**src/rtl/div_pkg.sv**
```systemverilog
// div_pkg -- shared types and helpers for the iterative divider.
//   div_op_e : operation encoding carried on i_div_op
//   state_e  : divider control states
//   helpers  : operation class decode and two's-complement magnitude
package div_pkg;

  localparam int XLEN = 32;
  localparam int CNT_W = 6;
  localparam logic [CNT_W-1:0] LAST_ITER = 6'd31;

  typedef enum logic [1:0] {
    DIV  = 2'b00,
    DIVU = 2'b01,
    REM  = 2'b10,
    REMU = 2'b11
  } div_op_e;

  typedef enum logic [1:0] {
    IDLE = 2'b00,
    CALC = 2'b01,
    DONE = 2'b10
  } state_e;

  function automatic logic op_is_signed(input div_op_e op);
    return (op == DIV) || (op == REM);
  endfunction

  function automatic logic op_is_rem(input div_op_e op);
    return (op == REM) || (op == REMU);
  endfunction

  // 0x80000000 maps to itself, which read unsigned is the correct 2^31.
  function automatic logic [XLEN-1:0] magnitude(input logic [XLEN-1:0] v);
    return v[XLEN-1] ? -v : v;
  endfunction

endpackage

```
**src/rtl/adder_32bit.sv**
```systemverilog
// adder_32bit -- plain 32-bit adder with carry in/out.
//   a_i, b_i : addends
//   cin_i    : carry in
//   sum_o    : a_i + b_i + cin_i (low 32 bits)
//   cout_o   : carry out
import div_pkg::*;

module adder_32bit (
  input  logic [XLEN-1:0] a_i,
  input  logic [XLEN-1:0] b_i,
  input  logic            cin_i,
  output logic [XLEN-1:0] sum_o,
  output logic            cout_o
);

  assign {cout_o, sum_o} = {1'b0, a_i} + {1'b0, b_i} + {{XLEN{1'b0}}, cin_i};

endmodule

```
**src/rtl/div_unit.sv**
```systemverilog
// div_unit -- 32-cycle restoring divider for DIV/DIVU/REM/REMU.
//   i_clk, i_reset        : clock, async active-high reset
//   i_valid, o_ready      : request handshake (accepted when both high)
//   i_div_op, i_op_a/b    : operation, dividend, divisor
//   o_valid, o_div_data   : one-cycle result strobe and registered result
//
// state | meaning
// IDLE  | ready for a request
// CALC  | one quotient bit per cycle, 32 cycles
// DONE  | result presented with o_valid for one cycle
import div_pkg::*;

module div_unit #(
  parameter int WIDTH = 32
) (
  input  logic             i_clk,
  input  logic             i_reset,
  input  logic             i_valid,
  input  logic [1:0]       i_div_op,
  input  logic [WIDTH-1:0] i_op_a,
  input  logic [WIDTH-1:0] i_op_b,
  output logic             o_ready,
  output logic             o_valid,
  output logic [WIDTH-1:0] o_div_data
);

  state_e             state_q, state_d;
  logic [CNT_W-1:0]   cnt_q, cnt_d;
  div_op_e            op_q, op_d;
  logic [WIDTH-1:0]   rem_q, rem_d;
  logic [WIDTH-1:0]   quo_q, quo_d;
  logic [WIDTH-1:0]   dvsr_q, dvsr_d;
  logic               neg_quo_q, neg_quo_d;
  logic               neg_rem_q, neg_rem_d;
  logic               valid_q, valid_d;
  logic [WIDTH-1:0]   data_q, data_d;

  logic [WIDTH-1:0]   rem_shift, diff, rem_next, quo_next;
  logic [WIDTH-1:0]   q_fin, r_fin;
  logic               carry, no_borrow;
  div_op_e            op_in;
  logic               sgn_in, ovf_in;

  // Trial subtraction rem_shift - divisor as rem_shift + ~divisor + 1.
  assign rem_shift = {rem_q[WIDTH-2:0], quo_q[WIDTH-1]};

  adder_32bit u_sub (
    .a_i   (rem_shift),
    .b_i   (~dvsr_q),
    .cin_i (1'b1),
    .sum_o (diff),
    .cout_o(carry)
  );

  // A bit shifted out of rem means the partial remainder is >= 2^32 and
  // therefore exceeds any divisor; the wrapped 32-bit difference is exact.
  assign no_borrow = carry | rem_q[WIDTH-1];
  assign rem_next  = no_borrow ? diff : rem_shift;
  assign quo_next  = {quo_q[WIDTH-2:0], no_borrow};
  assign r_fin     = neg_rem_q ? -rem_next : rem_next;
  assign q_fin     = neg_quo_q ? -quo_next : quo_next;

  assign op_in  = div_op_e'(i_div_op);
  assign sgn_in = op_is_signed(op_in);
  assign ovf_in = sgn_in && (i_op_a == {1'b1, {(WIDTH-1){1'b0}}}) && (i_op_b == '1);

  always_comb begin
    state_d   = state_q;
    cnt_d     = cnt_q;
    op_d      = op_q;
    rem_d     = rem_q;
    quo_d     = quo_q;
    dvsr_d    = dvsr_q;
    neg_quo_d = neg_quo_q;
    neg_rem_d = neg_rem_q;
    valid_d   = 1'b0;
    data_d    = data_q;

    case (state_q)
      IDLE: begin
        if (i_valid) begin
          op_d      = op_in;
          rem_d     = '0;
          quo_d     = sgn_in ? magnitude(i_op_a) : i_op_a;
          dvsr_d    = sgn_in ? magnitude(i_op_b) : i_op_b;
          neg_quo_d = sgn_in && (i_op_a[WIDTH-1] ^ i_op_b[WIDTH-1]);
          neg_rem_d = sgn_in && i_op_a[WIDTH-1];
          cnt_d     = '0;
          if (i_op_b == '0) begin
            state_d = DONE;
            valid_d = 1'b1;
            data_d  = op_is_rem(op_in) ? i_op_a : '1;
          end else if (ovf_in) begin
            state_d = DONE;
            valid_d = 1'b1;
            data_d  = op_is_rem(op_in) ? '0 : {1'b1, {(WIDTH-1){1'b0}}};
          end else begin
            state_d = CALC;
          end
        end
      end
      CALC: begin
        rem_d = rem_next;
        quo_d = quo_next;
        if (cnt_q == LAST_ITER) begin
          cnt_d   = '0;
          state_d = DONE;
          valid_d = 1'b1;
          data_d  = op_is_rem(op_q) ? r_fin : q_fin;
        end else begin
          cnt_d = cnt_q + 6'd1;
        end
      end
      DONE: begin
        state_d = IDLE;
      end
      default: begin
        state_d = IDLE;
      end
    endcase
  end

  always_ff @(posedge i_clk or posedge i_reset) begin
    if (i_reset) begin
      state_q   <= IDLE;
      cnt_q     <= '0;
      op_q      <= DIVU;
      rem_q     <= '0;
      quo_q     <= '0;
      dvsr_q    <= '0;
      neg_quo_q <= 1'b0;
      neg_rem_q <= 1'b0;
      valid_q   <= 1'b0;
      data_q    <= '0;
    end else begin
      state_q   <= state_d;
      cnt_q     <= cnt_d;
      op_q      <= op_d;
      rem_q     <= rem_d;
      quo_q     <= quo_d;
      dvsr_q    <= dvsr_d;
      neg_quo_q <= neg_quo_d;
      neg_rem_q <= neg_rem_d;
      valid_q   <= valid_d;
      data_q    <= data_d;
    end
  end

  assign o_ready    = (state_q == IDLE);
  assign o_valid    = valid_q;
  assign o_div_data = data_q;

endmodule

```
**config.mk**
```make
export PLATFORM = sky130hd
export DESIGN_NAME = div_unit
export DESIGN_NICKNAME = d
export VERILOG_FILES = /design/src/rtl/div_pkg.sv /design/src/rtl/adder_32bit.sv /design/src/rtl/div_unit.sv
export SDC_FILE = /design/constraint.sdc
export NUM_CORES = 1
export LEC_CHECK = 0
export ABC_CLOCK_PERIOD_IN_PS = 5600
export BUFFER_PORTS_ARGS = -buffer_cell sky130_fd_sc_hd__buf_4
export CAP_MARGIN = 15
export CORE_ASPECT_RATIO = 0.5
export CORE_MARGIN = 2
export CORE_UTILIZATION = 30
export CTS_CLUSTER_SIZE = 40
export DETAILED_ROUTE_END_ITERATION = 16
export PLACE_DENSITY_LB_ADDON = 0.25
export REMOVE_ABC_BUFFERS = 1
export SETUP_SLACK_MARGIN = 0.4
export SYNTH_ARGS = -nofsm -noshare
export SYNTH_HDL_FRONTEND = slang
export SYNTH_SLANG_ARGS = --single-unit
```
**constraint.sdc**
```tcl
create_clock -name i_clk -period 5.6 [get_ports i_clk]
set_input_delay 0 -clock i_clk [delete_from_list [all_inputs] [get_ports i_clk]]
set_output_delay 0 -clock i_clk [all_outputs]
set_load 0.02 [all_outputs]
```
Word level (Yosys, flattened, before mapping)
Cells that the tools add are included.
{ "totals": {"out_inout_bits": 34, "wordCells": 78, "regBits": 141} }
{ "op_classes": {"n_addsub": 7, "eq_ne": 11, "mux": 32, "bitwise_logic": 3, "n_reduce_logical": 15} }
{ "op_table": {"columns": ["cell", "n"], "rows": [
  ["$mux 32", 16],
  ["$pmux 32 s2", 3],
  ["$neg 32->32", 4],
  ["$eq 32x32->1 const B", 2],
  ["$add 32x32->33", 1],
  ["$add 33x1->33 const B", 1],
  ["$logic_not 32->1", 1],
  ["$not 32->32", 1],
  ["$mux 6", 2],
  ["$pmux 6 s2", 1],
  ["$eq 2x2->1 const B", 4],
  ["$mux 2", 4],
  ["$add 6x1->6 const B", 1],
  ["$eq 6x5->1 const B", 1],
  ["$reduce_and 2->1", 3],
  ["$logic_and 1x1->1", 4],
  ["$logic_not 2->1", 2],
  ["$mux 1", 4],
  ["$ne 2x2->1 const B", 2],
  ["$pmux 2 s2", 1],
  ["$reduce_and 4->1", 1],
  ["$logic_or 1x1->1", 3],
  ["$ne 3x1->1 const B", 1],
  ["$eq 2x1->1 const B", 1],
  ["4 further kinds", 4]
]} }

Logic depth before layout (Yosys ltp)
{ "logic_depth": {"ltp_word": 10, "depth_mapped": 22} }

Modules after synthesis
A second synthesis with hierarchy kept.
{ "hier_totals": {"hier_cells": 1452, "area_unflattened_um2": 11696.2} }
{ "modules_own_cells": {"columns": ["module", "area_per_inst_um2", "cells_per_inst", "seq_area_each_um2", "instances"], "rows": [
  ["div_unit", 9841.9, 1193, 3503.4, 1],
  ["adder_32bit", 1854.3, 259, 0.0, 1]
]} }

Least setup slack after synthesis
No wires, ideal clock.
{ "synth_timing": {"kind": "reg-to-reg", "startpoint": "register quo_q[31]", "endpoint": "register data_q[30], in the netlist o_div_data[30]", "setup_time_ns": 0.126, "arrival_time_ns": 4.329, "synth_period_minus_slack_ns": 4.454, "setup_slack_ns": 1.146, "path_buffers": 2, "path_stages_with_launch": 22, "t_required_ns": 5.474, "path_cell_list": "dfrtp_1 -> inv_1 -> ha_1 -> fa_1 -> nor2b_4 -> o31ai_2 -> a211oi_2 -> o2111ai_2 -> a21oi_2 -> inv_2 -> buf_2 -> buf_1 -> a21oi_1 -> ha_1 -> nand2_1 -> nor4_1 -> nor3b_1 -> a41oi_1 -> nand4b_1 -> o21ai_1 -> a2bb2oi_1 -> nand3_1"} }
{ "synth_via": {"elab_chain_cells": 9, "word_cells_on_any_way": 11, "cone_classes": "4 x add/sub; 6 x mux; 1 x bitwise"} }
{ "synth_rtl": {"columns": ["item", "line", "rtl"], "rows": [
  ["start: declaration", "div_unit.sv:31", "logic [WIDTH-1:0] quo_q, quo_d;"],
  ["start signal: assignment", "div_unit.sv:140", "quo_q <= quo_d;"],
  ["$add 32x32->33", "adder_32bit.sv:16", "assign {cout_o, sum_o} = {1'b0, a_i} + {1'b0, b_i} + {{XLEN{1'b0}}, cin_i};"],
  ["$add 33x1->33", "adder_32bit.sv:16", null],
  ["$or 1x1->1", "div_unit.sv:57", "assign no_borrow = carry | rem_q[WIDTH-1];"],
  ["$mux 32", "div_unit.sv:58", "assign rem_next = no_borrow ? diff : rem_shift;"],
  ["$neg 32->32", "div_unit.sv:60", "assign r_fin = neg_rem_q ? -rem_next : rem_next;"],
  ["$mux 32", "div_unit.sv:60", null],
  ["$mux 32 *", "div_unit.sv:109", "data_d = op_is_rem(op_q) ? r_fin : q_fin;"],
  ["$mux 32 *", "div_unit.sv:105", "if (cnt_q == LAST_ITER) begin"],
  ["$pmux 32 s2 *", "div_unit.sv:79", "case (state_q)"],
  ["end signal: assignment", "div_unit.sv:145", "data_q <= data_d;"],
  ["end: declaration", "div_unit.sv:36", "logic [WIDTH-1:0] data_q, data_d;"]
]} }
Every way passes the cells marked *; elsewhere a longest branch is shown, timed or not. The select of a mux whose other input is x is not followed.
A chain may end at the register's enable or synchronous reset.

Worst setup path after layout
Ends and elaborated chain as after synthesis.

==> impl_metrics.yaml <==
status:
  outcome: "complete, no violations"
worst_setup_path:
  crit_path_end_kind: "flip-flop"
  crit_fanout: 6
  crit_path_start_kind: "flip-flop"
  cpMostUsedCell: "ha_1"
  cp_cell_sequence: "inv_1, ha_1, fa_1, nor2b_4, o31ai_2, a211oi_4, o2111ai_2, a21oi_4, inv_2, a21oi_1, ha_1, nand2_1, nor4_2, nor3b_2, a41oi_1, nand4b_1, o21ai_1, a2bb2oi_1, nand3_1"
  slowest_stage: "fa_1"
  crit_type: "flip-flop to flip-flop"
  cpPeakStageDelay_ns: 0.44
  required_ns: 5.94
  cp.arrival_ns: 5.17
placement:
  numPortBuffers: 102
  dp_hpwl_mm: 30.5
  placed_cell_area_mm2: 0.0131
  place_ws_ns: 0.541
  dpl.cell_count: 2077
  place_congestion: 0.874
timing:
  min_period_over_period: 0.863
  setup_ws_ns: 0.768
  tightest_slew_ns: 1.20
  rsz0062_at_grt: "no"
  slew_viol_final: 0
  clock-skew-final_ns: 0.0139
  hold_viol: 0
  fin_crit_ns: 4.83
  whs_ns: 0.0293
  fmax_mhz: 207
  slew_headroom: 0.202
  setup_viol: 0
  setup-tns-final_ns: 0
yosys:
  post-synth-top-area-cell: "dfrtp_1"
  ys_seq_elements: 140
  seq_area_frac_synth: 0.295
  yosysTopAreaCellShare: 0.295
  ys.warnings.count: 0
  syn_inst: 1515
  synth_edf_count: 0
  synth_area_leaders: "dfrtp_1, o21ai_0, nand2_1, xor2_1, xnor2_1"
  synth_commonest_cells: "nand2_1, o21ai_0, dfrtp_1, a21oi_1, nor2_1"
  synth.most_common_cell: "nand2_1"
  synthArstFlopShare: 1.00
  syn_area_mm2: 0.0119
  synth_cell_types: 98
  syn-mean-instance-area_um2: 7.85
  ys.flop_type: "dfrtp_1"
pwr:
  power_density_mw_per_mm2: 434
  ir_worst_vdd_v: 0.000269
  leakage_nw: 5.81
  power_mw: 6.29
die:
  rows: 51
  die_h_um: 145
  core_region_area_mm2: 0.0390
  die-area_mm2: 0.0413
  die_w_um: 286
  ios: 103
  initial_utilization: 0.305
detailed_routing:
  post_drt_wl_per_cell_um: 19.0
  drcViolationCount: 0
  routed-via-count: 12000
  first_iter_violations: 937
  totalWireLength_mm: 41.3
  drtPass1Iterations: 5
  viasPerCell: 5.49
  drtAntennaViolNets: 0
cells_and_area:
  antenna_cells: 0
  final_util: 0.372
  fin_area_mm2: 0.0145
  drive_above_1_share: 0.131
  final_nets: 1742
  area_growth_pct: 22.0
  fin_cells: 2177
job:
  maxCapViolCount: 0
cts:
  ctsRootBufferMaster: "clkbuf_16"
  clock_sinks: 140
  cts_max_path_buffers: 2
  clk_pin_slew_ns: 0.07
  htreeDepth: 4
  cts_buffers: 17
  cts_tree: "done"
  clk_latency_ns: 0.45
grt:
  antenna_found_initial: 0
  grt_max_degree: 77
  grt_use_total: 0.200
  grt.overflow.total: 0
  grt_pass1_vias: 11100
  grt_first_pass_wirelength_mm: 64.4
hold_path:
  min_path_type: "primary input to flip-flop"
[logic make-up (layout without fill, tap and decap cells)]
| kind of cell | Yosys count | count (layout) | synth area share |
|---|---|---|---|
| compound gates | 543 | 543 | 0.291 |
| simple gates | 472 | 472 | 0.194 |
| buf+inv | 154 | 286 | 0.0528 |
| xor+xnor | 142 | 142 | 0.105 |
| flops | 140 | 140 | 0.295 |
| fa+ha+maj | 39 | 39 | 0.0417 |
| mux | 25 | 25 | 0.0215 |
[what timing repair did]
item                                   4_1_cts  5_1_grt
setup endpoints to repair                    0        6
resized for setup                            0        4
hold buffers                                68        0
endpoints found under the hold margin      142        0
setup buffers                                0        0
[cell usage in the layout (no fill, tap or decap), types with 5 or more instances in the layout]
master and n:
bufinv_16 5, nand2_1 175, nand3_1 24, o41ai_1 7
or4_1 7, o22ai_1 57, a21oi_1 121, o21ai_0 172
o211ai_1 13, o221ai_1 10, clkbuf_16 17, a21o_1 12
or3_1 23, xnor2_1 70, inv_1 58, and3_1 7
nand2b_1 19, nor3_1 37, buf_4 124, a31oi_1 14
mux2i_1 21, nand4_1 17, or2_2 8, nor4_1 12
nor2_1 94, o31ai_1 23, o21a_1 8, xor2_1 72
ha_1 38, dlygate4sd3_1 68, and2_1 12, a211oi_1 11
o31a_1 5, o21ai_1 11, dfrtp_1 140
[cell type report]
type / instances / area, um2
clock buffers: 22 / 484
clock inverters: 10 / 185
fillers: 4056 / 24500
inverters: 62 / 238
multi-input cells: 1221 / 7810
flip-flops and latches: 140 / 3500
well taps: 530 / 663
repair buffers: 192 / 1610
[metal layers]
layer / vias to the layer above / global-route usage / share of wire
met4: 0 / 0.0565 / 0.017
met1: 5822 / 0.293 / 0.49
met2: 318 / 0.304 / 0.43
met5: - / 0 / 0
li1: 5779 / - / -
met3: 41 / 0.0312 / 0.055
[flip-flops by register name (all words and copies together), names as in the netlist, 2 cells and up]
signal      flops
dvsr_q         32
o_div_data     32
quo_q          32
rem_q          32
cnt_q           6
state_q         2
[power by group]
part           internal [mW]  switching [mW]
sequential              1.26           0.289
combinational           1.34            2.07
clock                  0.838           0.491
total                   3.44            2.86
[critical path: cells and delay by family (launching register included)]
family / cells / cell delay, ns
AO/OA/AOI/OAI: 8 / 1.92
AND/OR/NAND/NOR: 6 / 1.31
adder cells (fa/ha/maj): 3 / 0.91
flip-flops: 1 / 0.42
buffers and inverters: 2 / 0.16
[path summary, 6_finish.rpt]
check	from	end	slack, ns	cells after the start
min in group asynchronous	i_reset	dvsr_q[28]	0.23	3
max	quo_q[31]	o_div_data[30]	0.77	19
max reg2reg	quo_q[31]	o_div_data[30]	0.77	19
min reg2reg	o_div_data[6]	o_div_data[6]	0.48	1
max in group asynchronous	i_reset	quo_q[6]	3.95	4
min	i_op_a[29]	quo_q[29]	0.03	4
Note: power is estimated with default switching activity, not from simulation.
